File: src/rtl/eth_vlg_tx_arb.sv
// eth_vlg_tx_arb
// Round-robin transmit arbiter that shares one byte-wide PHY stream between
// N frame generators. One source is granted at a time. Its bytes are
// forwarded with one cycle of latency. A fixed inter-frame gap follows every
// frame. A grant is revoked if the source never starts, and a frame is cut
// if it runs past MAX_LEN bytes.
//
// Ports:
//   clk          transmit clock
//   rst          asynchronous active-low reset
//   req[N]       per-source frame request (level, sampled only while idle)
//   in_d[N][8]   per-source data byte
//   in_v[N]      per-source data valid
//   grant[N]     one-hot grant
//   out_d[8]     data to PHY (holds last value while out_v is low)
//   out_v        valid to PHY
//   busy         high whenever the arbiter is not idle
//   err_timeout  one-cycle pulse: grant revoked, source never raised in_v
//   err_trunc    one-cycle pulse: frame cut at MAX_LEN bytes
module eth_vlg_tx_arb #(
  parameter int N            = 4,
  parameter int IFG          = 12,
  parameter int WAIT_TIMEOUT = 1024,
  parameter int MAX_LEN      = 1536
) (
  input  logic                clk,
  input  logic                rst,
  input  logic [N-1:0]        req,
  input  logic [N-1:0][7:0]   in_d,
  input  logic [N-1:0]        in_v,
  output logic [N-1:0]        grant,
  output logic [7:0]          out_d,
  output logic                out_v,
  output logic                busy,
  output logic                err_timeout,
  output logic                err_trunc
);

  localparam int PW = (N > 1) ? $clog2(N) : 1;
  localparam int WW = $clog2(WAIT_TIMEOUT + 1);
  localparam int GW = $clog2(IFG + 2);

  typedef enum logic [1:0] {ST_IDLE, ST_GRANT, ST_XFER, ST_IFG} state_t;

  state_t           r_state, w_state_n;
  logic [PW-1:0]    r_ptr, w_ptr_n;
  logic [PW-1:0]    r_sel, w_sel_n;
  logic [WW-1:0]    r_wait, w_wait_n;
  logic [15:0]      r_cnt, w_cnt_n;
  logic [GW-1:0]    r_gap, w_gap_n;
  logic [N-1:0]     r_grant, w_grant_n;
  logic [7:0]       r_out_d, w_out_d_n;
  logic             r_out_v, w_out_v_n;
  logic             r_tout, w_tout_n;
  logic             r_trunc, w_trunc_n;

  logic             w_any;
  logic [PW-1:0]    w_win;
  logic [PW:0]      w_idx;
  logic [PW:0]      w_inc;
  logic [PW-1:0]    w_ptr_adv;
  logic             w_in_v;
  logic [7:0]       w_in_d;
  logic             w_at_max;
  logic             w_wait_done;
  logic             w_gap_done;

  assign w_in_v      = in_v[r_sel];
  assign w_in_d      = in_d[r_sel];
  assign w_at_max    = (r_cnt == 16'(MAX_LEN));
  assign w_wait_done = (r_wait == WW'(WAIT_TIMEOUT - 1));
  assign w_gap_done  = (r_gap == GW'(IFG - 1));

  // Round-robin scan: start at r_ptr and take the first requester found,
  // wrapping the index back into 0..N-1 without a modulo operator.
  always_comb begin
    w_any = 1'b0;
    w_win = '0;
    w_idx = '0;
    for (int k = 0; k < N; k++) begin
      w_idx = {1'b0, r_ptr} + (PW+1)'(k);
      if (w_idx >= (PW+1)'(N)) w_idx = w_idx - (PW+1)'(N);
      if (!w_any && req[w_idx[PW-1:0]]) begin
        w_any = 1'b1;
        w_win = w_idx[PW-1:0];
      end
    end
  end

  // Pointer moves to the source just after the winner so it gets lowest
  // priority next time.
  always_comb begin
    w_inc     = {1'b0, w_win} + (PW+1)'(1);
    w_ptr_adv = (w_inc == (PW+1)'(N)) ? '0 : w_inc[PW-1:0];
  end

  // State register
  always_ff @(posedge clk or negedge rst) begin
    if (!rst) r_state <= ST_IDLE;
    else      r_state <= w_state_n;
  end

  // Next-state logic
  always_comb begin
    w_state_n = r_state;
    case (r_state)
      ST_IDLE:  if (w_any) w_state_n = ST_GRANT;
      ST_GRANT: begin
        if (w_in_v)           w_state_n = ST_XFER;
        else if (w_wait_done) w_state_n = ST_IDLE;
      end
      ST_XFER: begin
        // A zero-length gap skips the IFG state entirely.
        if (!w_in_v || w_at_max) w_state_n = (IFG == 0) ? ST_IDLE : ST_IFG;
      end
      ST_IFG:   if (w_gap_done) w_state_n = ST_IDLE;
      default:  w_state_n = ST_IDLE;
    endcase
  end

  // Output and datapath next values. out_d only updates on forwarded bytes,
  // so it holds the last real byte while out_v is low.
  always_comb begin
    w_grant_n = r_grant;
    w_out_d_n = r_out_d;
    w_out_v_n = 1'b0;
    w_tout_n  = 1'b0;
    w_trunc_n = 1'b0;
    w_ptr_n   = r_ptr;
    w_sel_n   = r_sel;
    w_wait_n  = r_wait;
    w_cnt_n   = r_cnt;
    w_gap_n   = r_gap;
    case (r_state)
      ST_IDLE: begin
        if (w_any) begin
          w_grant_n = N'(1) << w_win;
          w_sel_n   = w_win;
          w_ptr_n   = w_ptr_adv;
          w_wait_n  = '0;
        end
      end
      ST_GRANT: begin
        w_wait_n = r_wait + WW'(1);
        if (w_in_v) begin
          w_out_d_n = w_in_d;
          w_out_v_n = 1'b1;
          w_cnt_n   = 16'd1;
        end else if (w_wait_done) begin
          w_grant_n = '0;
          w_tout_n  = 1'b1;
        end
      end
      ST_XFER: begin
        if (!w_in_v) begin
          w_grant_n = '0;
          w_gap_n   = '0;
        end else if (w_at_max) begin
          // Byte arriving at the limit is dropped; the source sees grant
          // fall and must abandon the rest of its frame.
          w_grant_n = '0;
          w_trunc_n = 1'b1;
          w_gap_n   = '0;
        end else begin
          w_out_d_n = w_in_d;
          w_out_v_n = 1'b1;
          w_cnt_n   = (r_cnt == 16'hFFFF) ? r_cnt : r_cnt + 16'd1;
        end
      end
      ST_IFG: begin
        w_gap_n = r_gap + GW'(1);
      end
      default: begin
        w_grant_n = '0;
      end
    endcase
  end

  // Datapath and output registers
  always_ff @(posedge clk or negedge rst) begin
    if (!rst) begin
      r_ptr   <= '0;
      r_sel   <= '0;
      r_wait  <= '0;
      r_cnt   <= '0;
      r_gap   <= '0;
      r_grant <= '0;
      r_out_d <= '0;
      r_out_v <= 1'b0;
      r_tout  <= 1'b0;
      r_trunc <= 1'b0;
    end else begin
      r_ptr   <= w_ptr_n;
      r_sel   <= w_sel_n;
      r_wait  <= w_wait_n;
      r_cnt   <= w_cnt_n;
      r_gap   <= w_gap_n;
      r_grant <= w_grant_n;
      r_out_d <= w_out_d_n;
      r_out_v <= w_out_v_n;
      r_tout  <= w_tout_n;
      r_trunc <= w_trunc_n;
    end
  end

  assign grant       = r_grant;
  assign out_d       = r_out_d;
  assign out_v       = r_out_v;
  assign busy        = (r_state != ST_IDLE);
  assign err_timeout = r_tout;
  assign err_trunc   = r_trunc;

endmodule

File: config.mk
export PLATFORM = sky130hd
export DESIGN_NAME = eth_vlg_tx_arb
export DESIGN_NICKNAME = d
export VERILOG_FILES = /design/src/rtl/eth_vlg_tx_arb.sv
export SDC_FILE = /design/constraint.sdc
export NUM_CORES = 1
export LEC_CHECK = 0
export BUFFER_PORTS_ARGS = -buffer_cell sky130_fd_sc_hd__buf_2
export CORE_MARGIN = 2
export CORE_UTILIZATION = 55
export DETAILED_ROUTE_END_ITERATION = 16
export PLACE_DENSITY = 0.86
export SETUP_SLACK_MARGIN = 0.4
export SLEW_MARGIN = 0
export SYNTH_ARGS = -nofsm -noshare
export SYNTH_HDL_FRONTEND = slang
export SYNTH_SLANG_ARGS = --single-unit
File: constraint.sdc
create_clock -name clk -period 3.1 [get_ports clk]
set_clock_uncertainty 0.05 [all_clocks]
set_input_delay 0.31 -clock clk [delete_from_list [all_inputs] [get_ports clk]]
set_output_delay 0.31 -clock clk [all_outputs]
set_load 0.01 [all_outputs]
* Word-level counts from Yosys, hierarchy flattened
Index checks and enable logic that the tools add are counted.
** Cells by class
- Shifts and indexed selects :: 1
- Add/subtract/negate cells :: 11
- Reduce and logical (&&, ||, !) cells :: 21
- Magnitude comparators :: 9
- Bitwise operators :: 0
- Multiplexer cells :: 59
- Eq/ne operators :: 19
- Multiply operators :: 0
- Div/mod/pow operators :: 0
** Operators with widths (number)
- $mux 16 :: 4
- $mux 8 :: 4
- $pmux 16 s2 :: 1
- $mux 2 :: 14
- $pmux 11 s2 :: 1
- $mux 4 :: 5
- $mux 1 :: 18
- $ne 2x2->1 const B :: 9
- $add 16x1->16 const B :: 1
- $bmux 8 s2 :: 1
- $eq 16x11->1 const B :: 1
- $eq 16x16->1 const B :: 1
- $pmux 8 s2 :: 1
- $lt 2x3->1 const B :: 5
- $pmux 4 s3 :: 1
- $add 11x1->11 const B :: 1
- $eq 11x10->1 const B :: 1
- $mux 11 :: 1
- $bmux 1 s2 :: 5
- $reduce_and 5->1 :: 2
- $ge 3x3->1 const B :: 3
- $pmux 2 s4 :: 1
- $pmux 4 s2 :: 1
- $reduce_and 4->1 :: 2
- 19 further kinds :: 36
** Storage, ports and cells
- Bits in writable memories :: 0
- Bits in latches :: 0
- Memories :: 0
- Logic and storage cells :: 131
- Output and inout port bits :: 16
- Bits of input ports :: 42
- Bits in read-only memories :: 0
- Bits in registers :: 52

* Longest topological paths before layout
Gate-level depths: netlist of the first run.
- Depth after elaboration :: 17
- Depth in mapped cells :: 9
- Depth with buffers taken out :: 8

* Worst setup path after synthesis of the first run
No wires, ideal clock.
- Kind :: register to register
- Start :: register r_cnt[1]
- End :: register r_cnt[9]
- Period minus slack after synthesis :: 2043 ps
- Library setup time :: 76 ps
- Cell stages (with the launch flop) :: 8
- Required time :: 2974 ps
- Path slack :: 1057 ps
- Buffers on the path :: 1
- Arrival :: 1916 ps
- Path through :: dfrtp_1 ha_1 nand4_4 or4_4 buf_6 nand4_2 mux2_1 o21ai_1
** On the way
- Longest elaborated chain between the ends :: 5
- Elaborated cells between the ends (all ways) :: 10
- Classes of those cells :: 1 x add/sub; 4 x eq/ne; 4 x mux; 1 x reduce/logical
** RTL lines
- from (decl) :: RTL line 49 : logic [15:0] r_cnt, w_cnt_n;
- from (signal assigned) :: RTL line 196 : r_cnt <= w_cnt_n;
- $add 16x1->16 :: RTL line 167 : w_cnt_n = (r_cnt == 16'hFFFF) ? r_cnt : r_cnt + 16'd1;
- $mux 16 :: RTL line 167
- $mux 16 :: RTL line 158 : end else if (w_at_max) begin
- $mux 16 :: RTL line 155 : if (!w_in_v) begin
- $pmux 16 s2 :: RTL line 134 : case (r_state)
Parallel ways exist; a longest one is shown, timed or not. The select of a mux whose other input is x is not followed.
A chain may end at the register's enable or synchronous reset.

* Worst setup path in the final report of the first run
- Start :: register r_state[0]
- End :: register r_out_d[6] (netlist: out_d[6])
** On the way
- Longest elaborated chain between the ends :: 3
- Elaborated cells between the ends (all ways) :: 8
- Classes of those cells :: 5 x eq/ne; 1 x mux; 2 x reduce/logical
** RTL lines
- from (decl) :: RTL line 45 : state_t r_state, w_state_n;
- from (signal assigned) :: RTL line 100 : else r_state <= w_state_n;
- $eq 2x2->1 / $eq 2x1->1 (equally long branches) :: RTL line 134
- $ne 2x2->1 (no source line) / $reduce_bool 2->1 (equally long branches)
- $reduce_and 4->1 (no source line)
- to (signal assigned) :: RTL line 199 : r_out_d <= w_out_d_n;
- to (decl) :: RTL line 52 : logic [7:0] r_out_d, w_out_d_n;
Parallel ways exist; a longest one is shown, timed or not.

==> results of run 1 <==
==> layout make-up <==
type	count	area share
flip-flops and latches	52	0.358
clock buffers	5	0.0190
inverters	13	0.0134
multi-input cells	232	0.488
repair buffers	63	0.0917
clock inverters	3	0.00517
well taps	72	0.0248
==> state kept, by name (all words and copies together), names as in the netlist, named ones only <==
signal	cells
out_d	8
r_ptr	2
r_sel	2
grant	4
r_gap	4
err_trunc	1
r_state	1
err_timeout	1
r_wait	11
r_cnt	16
out_v	1
==> metal layers <==
layer	vias up	routed length (µm)
li1	1292	-
met1	1356	3100
met2	58	3780
met3	9	215
met4	0	91
met5	-	0
==> worst paths after layout <==
path	from	end	slack, ps	depth (start not counted)
worst min register to register	grant[2]	grant[2]	460	1
worst max register to register	r_state[0]	out_d[6]	720	7
worst max-delay path	r_state[0]	out_d[6]	720	7
worst min-delay path	in_d[7]	out_d[7]	390	3
max in group asynchronous	rst	asynchronous set/reset pin	1740	3
min in group asynchronous	rst	r_cnt[12]	490	2
==> power by group through the flow <==
| stage | logic, mW | registers (mW) | clock network, mW |
|---|---|---|---|
| detailed placement | 1.30 | 1.05 | 0 |
| floorplan | 0.956 | 1.03 | 0 |
| global route | 1.44 | 1.07 | 0.424 |
| finish | 1.30 | 1.04 | 0.386 |
| CTS | 1.30 | 1.04 | 0.395 |
| global placement | 1.24 | 1.03 | 0 |
==> worst max-delay path, delay by kind of cell (launching register included) <==
| kind | cells | cell delay, ps |
|---|---|---|
| muxes | 1 | 300 |
| and+or+nand+nor | 2 | 460 |
| buffers and inverters | 3 | 630 |
| DFF | 1 | 430 |
| adders and majority gates | 1 | 400 |
==> cells in the mapped netlist (2+ instances only) <==
library cell | instances | area [µm²]
a21o_1 | 6 | 45.0
a21oi_1 | 13 | 65.1
a221oi_1 | 2 | 17.5
a22oi_1 | 2 | 15.0
a31o_1 | 2 | 17.5
a31oi_1 | 14 | 87.6
a41o_1 | 3 | 30.0
a41oi_1 | 4 | 35.0
and2_1 | 2 | 12.5
and3_1 | 4 | 25.0
buf_2 | 3 | 15.0
buf_4 | 3 | 22.5
buf_6 | 4 | 45.0
clkbuf_1 | 5 | 18.8
dfrtp_1 | 52 | 1300
ha_1 | 12 | 150
inv_1 | 12 | 45.0
mux2_1 | 4 | 45.0
mux2_2 | 11 | 124
mux2i_1 | 6 | 60.1
mux4_2 | 9 | 203
nand2_1 | 23 | 86.3
nand2b_1 | 4 | 25.0
nand3_1 | 13 | 65.1
nand4_1 | 7 | 43.8
nand4_2 | 2 | 25.0
nor2_1 | 17 | 63.8
nor2b_1 | 6 | 37.5
nor3_1 | 6 | 30.0
o211ai_1 | 3 | 22.5
o21ai_0 | 11 | 55.1
o21ai_1 | 6 | 30.0
o22ai_1 | 2 | 12.5
o311ai_0 | 2 | 17.5
o31ai_1 | 3 | 22.5
or2_2 | 2 | 12.5
or3_1 | 2 | 12.5
or4_1 | 3 | 22.5
xnor2_1 | 2 | 17.5
xor2_1 | 2 | 17.5
==> cells by family (layout without fill, tap and decap cells) <==
kind of cell    count (synthesis)  in the layout
simple gates                  106            106
flops                          52             52
xor+xnor                        4              4
buf+inv                        28             84
mux                            30             30
compound gates                 80             80
fa+ha+maj                      12             12
==> summary.json, run 1 <==
{
  "route.final.wire_length_um": 7180,
  "grt_util_met2": 0.422,
  "switching_power_mw": 1.11,
  "ir_drop_mv": 0.588,
  "numCtsBuffers": 5,
  "drc_errors": 0,
  "period_needed_ps": 2380,
  "flow.area_growth_from_synthesis_pct": 12.7,
  "setup_tns_ps": 0,
  "core_area_mm2": 0.00557,
  "commonest_cells_after_routing_fill_and_taps_aside": "57 x buf_2, 52 x dfrtp_1, 23 x nand2_1",
  "clock_sinks": 52,
  "outcome": "finished, final reports clean",
  "drt.antenna.violating_nets": 0,
  "crit_slowest_cell": "dfrtp_1",
  "max_clock_freq_mhz": 421,
  "crit_path_cell_trace": "inv_1 > ha_1 > buf_4 > clkinv_1 > nor2_1 > nor2_2 > mux2_2",
  "timing.final.max_slew_violations": 0,
  "grt-busiest-layer": "met2",
  "grt_setup_unrepaired": "false",
  "clock_tree.root_cell": "clkbuf_8",
  "floorplan.initialDensity": 0.578,
  "antenna_found_initial": 0,
  "drive_gt1_frac": 0.285,
  "synth_cells": 312,
  "grt_first_pass_wirelength_um": 12600,
  "yosys.area_share.simple": 0.191,
  "postSynth.asyncResetShare": 1.00,
  "die_height_um": 80.5,
  "layout.area.seq_mm2": 0.00130,
  "power_mw": 2.72,
  "critPathRequiredTime_ps": 3250,
  "max_cap_viol_count": 0,
  "cp-start-kind": "flip-flop",
  "timing.critical_path.slowest_cell_delay_ps": 430,
  "syn_avg_cell_area_um2": 10.3,
  "leading_register_cell_type_out_of_synthesis": "dfrtp_1",
  "final_core_utilization": 0.651,
  "final_gp_congestion": 0.827,
  "die_area_mm2": 0.00649,
  "placedInstanceArea_mm2": 0.00353,
  "met3_track_demand_over_resource_in_global_routing": 0.0404,
  "multiInputGateArea_mm2": 0.00177,
  "detailed_place_hpwl_um": 5410,
  "p_comb_frac": 0.477,
  "hold_viol_final": 0,
  "synth.yosys.warnings": 0,
  "cellPowerDensity_mw_per_mm2": 750,
  "post_cts.repair.setup_buffers": 0,
  "p_sw_frac": 0.409,
  "postCtsHoldBufs": 1,
  "drtPass1Iterations": 4,
  "grt.overflow.total": 0,
  "worst_slew_margin_rel": 0.519,
  "share_clk_of_total_power": 0.142,
  "synth.lib_cells_used.distinct": 63,
  "grt_max_degree": 30,
  "end_kind": "flip-flop",
  "leakage_nw": 1.65,
  "worst_ep_arrival_time_ps": 2530,
  "yosys_register_bits": 52,
  "post_synthesis_sequential_area_ratio": 0.404,
  "fp-row-count": 27,
  "vias": 2715,
  "count_of_flip_flops_with_a_built_in_enable_after_synthesis": 0,
  "combinational_family_with_the_most_area_after_synthesis": "simple AND/OR/NAND/NOR gates",
  "synthMuxAreaShare": 0.134,
  "tritoncts_clock_tree": "yes",
  "post_cts.resized_instances": 0,
  "sequentialPowerShare": 0.381,
  "layout.cell_area.non_filler_mm2": 0.00363,
  "synth_compound_gate_area_share": 0.167,
  "worst_hold_slack_ps": 388,
  "max-clock-path-buffers": 2,
  "worst_skew_pair.late_latency_ps": 310,
  "netlist_area_mm2": 0.00322,
  "antenna_cells": 0,
  "design.final.nets": 421,
  "start_to_end_type_of_the_worst_setup_path": "flip-flop to flip-flop",
  "grt_use_met1": 0.322,
  "preCtsSetupSlack_ps": 774,
  "net_count_synth": 366,
  "detail_route.vias_per_cell": 6.17,
  "synthesized_area_fraction_occupied_by_adder_cells": 0.0466,
  "grtUsageTotal": 0.249,
  "critPathMaxFanout": 10,
  "finalSetupViolCount": 0,
  "first_global_vias": 2739,
  "placedCellCount": 431,
  "post-route-period-util": 0.766,
  "detail_route.wl_per_cell_um": 16.3,
  "drt-initial-drc-count": 184,
  "synth_xor_area_frac": 0.0109,
  "die_w_um": 80.5,
  "p_int_mw": 1.61,
  "worst_margin_pin_slew_ps": 715,
  "final.setup.worst_slack_ps": 725,
  "fill_count": 430,
  "io-pin-count": 58,
  "clk_transition_reported_paths_ps": 100,
  "h-tree-depth": 2,
  "count_of_non_filler_cells_in_the_finished_layout": 440,
  "leading_cell_type_in_the_layout_fill_and_taps_excluded": "buf_2",
  "min_path_type": "input port to flip-flop",
  "number_of_input_and_output_port_buffers_inserted": 57
}
Note: power is estimated with default switching activity, not from simulation.
==> run 2, diff against run 1 <==
Settings changed: CORE_UTILIZATION 55 to 51, PLACE_DENSITY 0.86 to 0.84.
Clock period 3.1 ns to 1.96 ns, I/O delays scaled along.
==> summary.json, run 2 (synthesized netlist as in run 1, its figures left out) <==
{
  "start_to_end_type_of_the_worst_setup_path": "flip-flop to flip-flop",
  "detail_route.vias_per_cell": {"value": 6.96, "change": "+13%"},
  "final_core_utilization": {"value": 0.871, "change": "+0.220"},
  "layout.area.seq": {"value": 0.00131, "unit": "mm²", "change": "+0.96%"},
  "detail_route.wl_per_cell": {"value": 27.4, "unit": "µm", "change": "+68%"},
  "antenna_cells": {"value": 0, "change": "unchanged"},
  "worst_slew_margin_rel": {"value": 0.570, "change": "+0.0514"},
  "timing.final.max_slew_violations": {"value": 0, "change": "unchanged"},
  "fp-row-count": {"value": 28, "change": "+3.7%"},
  "failed_checks": "negative setup slack",
  "worst_ep_arrival_time": {"value": 2430, "unit": "ps", "change": "-100 ps"},
  "finalSetupViolCount": {"value": 32, "change": "+32"},
  "post-route-period-util": {"value": 1.16, "change": "+0.395"},
  "tritoncts_clock_tree": "yes",
  "antenna_found_initial": {"value": 0, "change": "unchanged"},
  "max_cap_viol_count": {"value": 0, "change": "unchanged"},
  "worst_skew_pair.late_latency": {"value": 340, "unit": "ps", "change": "+30 ps"},
  "clk_transition_reported_paths": {"value": 130, "unit": "ps", "change": "+30 ps"},
  "detailed_place_hpwl": {"value": 5950, "unit": "µm", "change": "+10%"},
  "power": {"value": 7.15, "unit": "mW", "change": "+160%"},
  "number_of_input_and_output_port_buffers_inserted": {"value": 57, "change": "unchanged"},
  "flow.area_growth_from_synthesis_pct": 63.0,
  "grt_first_pass_wirelength": {"value": 17100, "unit": "µm", "change": "+36%"},
  "die_area": {"value": 0.00697, "unit": "mm²", "change": "+7.4%"},
  "period_needed": {"value": 2280, "unit": "ps", "change": "-99.0 ps"},
  "grt_max_degree": {"value": 27, "change": "-10%"},
  "leakage": {"value": 2.36, "unit": "nW", "change": "+43%"},
  "die_height": {"value": 83.5, "unit": "µm", "change": "+3.7%"},
  "dr.max_layer_used": "met4",
  "outcome": "finished with violations",
  "registers.top_by_ff_count": "r_cnt",
  "max-clock-path-buffers": {"value": 2, "change": "unchanged"},
  "worst_margin_pin_slew": {"value": 644, "unit": "ps", "change": "-71.1 ps"},
  "hold_viol_final": {"value": 0, "change": "unchanged"},
  "max_clock_freq": {"value": 439, "unit": "MHz", "change": "+4.4%"},
  "critPathMaxFanout": {"value": 8, "change": "-2"},
  "cellPowerDensity": {"value": 1360, "unit": "mW/mm²", "change": "+82%"},
  "cp-start-kind": "flip-flop",
  "final_gp_congestion": {"value": 0.850, "change": "+2.8%"},
  "setup_tns": {"value": -2760, "unit": "ps", "change": "-2760 ps"},
  "commonest_cells_after_routing_fill_and_taps_aside": "56 x buf_2, 54 x buf_4, 42 x dfrtp_1",
  "route.final.wire_length": {"value": 14700, "unit": "µm", "change": "+100%"},
  "core_area": {"value": 0.00603, "unit": "mm²", "change": "+8.1%"},
  "grtUsageTotal": {"value": 0.306, "change": "+0.0576"},
  "wl_met1": {"value": 4880, "unit": "µm", "change": "+57%"},
  "multiInputGateArea": {"value": 0.00245, "unit": "mm²", "change": "+39%"},
  "drt.antenna.violating_nets": {"value": 0, "change": "unchanged"},
  "timing.critical_path.slowest_cell_delay": {"value": 460, "unit": "ps", "change": "+30 ps"},
  "numCtsBuffers": {"value": 5, "change": "unchanged"},
  "met2_wirelength": {"value": 7510, "unit": "µm", "change": "+99%"},
  "end_kind": "flip-flop",
  "grt.overflow.total": {"value": 0, "change": "unchanged"},
  "clock_tree.root_cell": "clkbuf_8",
  "drt-initial-drc-count": {"value": 308, "change": "+67%"},
  "fill_count": {"value": 240, "change": "-44%"},
  "drive_gt1_frac": {"value": 0.636, "change": "+0.351"},
  "leading_cell_type_in_the_layout_fill_and_taps_excluded": "buf_2",
  "die_w": {"value": 83.5, "unit": "µm", "change": "+3.7%"},
  "crit_path_cell_trace": "buf_4 > mux2i_2 > o22ai_4 > nand2_8 > buf_8 > nand4_1 > mux2i_1",
  "h-tree-depth": {"value": 2, "change": "unchanged"},
  "drtPass1Iterations": {"value": 5, "change": "+1"},
  "vias": {"value": 3739, "change": "+38%"},
  "first_global_vias": {"value": 3482, "change": "+27%"},
  "path_buf_inv": {"value": 2, "change": "-1"},
  "critPathRequiredTime": {"value": 2110, "unit": "ps", "change": "-1140 ps"},
  "ir_drop": {"value": 1.11, "unit": "mV", "change": "+89%"},
  "io-pin-count": {"value": 58, "change": "unchanged"},
  "floorplan.initialDensity": {"value": 0.535, "change": "-0.0433"},
  "grt_setup_unrepaired": "true",
  "design.final.nets": {"value": 515, "change": "+22%"},
  "largest_reg_flops": {"value": 16, "change": "unchanged"},
  "metal3_wl": {"value": 1110, "unit": "µm", "change": "+420%"},
  "final.setup.worst_slack": {"value": -316, "unit": "ps", "change": "-1040 ps"},
  "min_path_type": "input port to flip-flop",
  "clock_sinks": {"value": 52, "change": "unchanged"},
  "drc_errors": {"value": 0, "change": "unchanged"},
  "crit_slowest_cell": "dfrtp_2",
  "critical-path-top-delay-family": "multiplexers"
}
-- run 2: tightest hold or removal path, delay by kind of cell --
| kind | cells | cell delay [ps] |
|---|---|---|
| muxes | 2 | 340 |
| buffers and inverters | 1 | 80 |
-- run 2: through the flow --
step	hold slack (ps)	instance area (µm²)	setup WS (ps)	std cells
after floorplan	-150	3440	100	312
after global placement	183	3910	-31.3	459
after detailed placement	193	3910	-114	459
after CTS	277	4600	-6.40	504
after global routing	269	5250	-298	537
final	257	5250	-316	537
-- run 2: path summary, 6_finish.rpt --
check / startpoint / end / slack (ps) / depth (start not counted)
setup / recovery: r_sel[0] / flip-flop / -320 / 7
hold / removal: in_d[4] / out_d[4] / 260 / 3
setup reg to reg: r_sel[0] / flip-flop / -320 / 7
hold reg to reg: out_d[4] / out_d[4] / 470 / 1
max in group asynchronous: rst / err_timeout / 800 / 3
min in group asynchronous: rst / r_cnt[10] / 350 / 2
-- run 2: timing repair --
action | CTS | global route
pin swaps | 24 | 44
hold endpoints to repair | 24 | 0
hold buffers | 1 | 0
gates resized for setup | 61 | 94
setup endpoints to repair | 46 | 52
cloned | 2 | 1
buffers inserted | 34 | 32
-- run 2: final cells by class --
| class | count | share of cell area |
|---|---|---|
| clock buffers | 5 | 0.0131 |
| clock inverters | 3 | 0.00810 |
| inverters | 13 | 0.0102 |
| multi-input cells | 235 | 0.467 |
| flip-flops and latches | 52 | 0.250 |
| well taps | 75 | 0.0179 |
| repair buffers | 154 | 0.234 |
-- run 2: power breakdown --
group	internal (mW)	total, mW	switching (mW)
sequential	1.36	1.71	0.348
clock	0.380	0.804	0.424
combinational	2.34	4.64	2.30
-- run 2: routing by layer --
metal	global-route usage	up-vias
met4	0.174	0
li1	-	1488
met5	0	-
met2	0.530	325
met1	0.361	1804
met3	0.0504	122
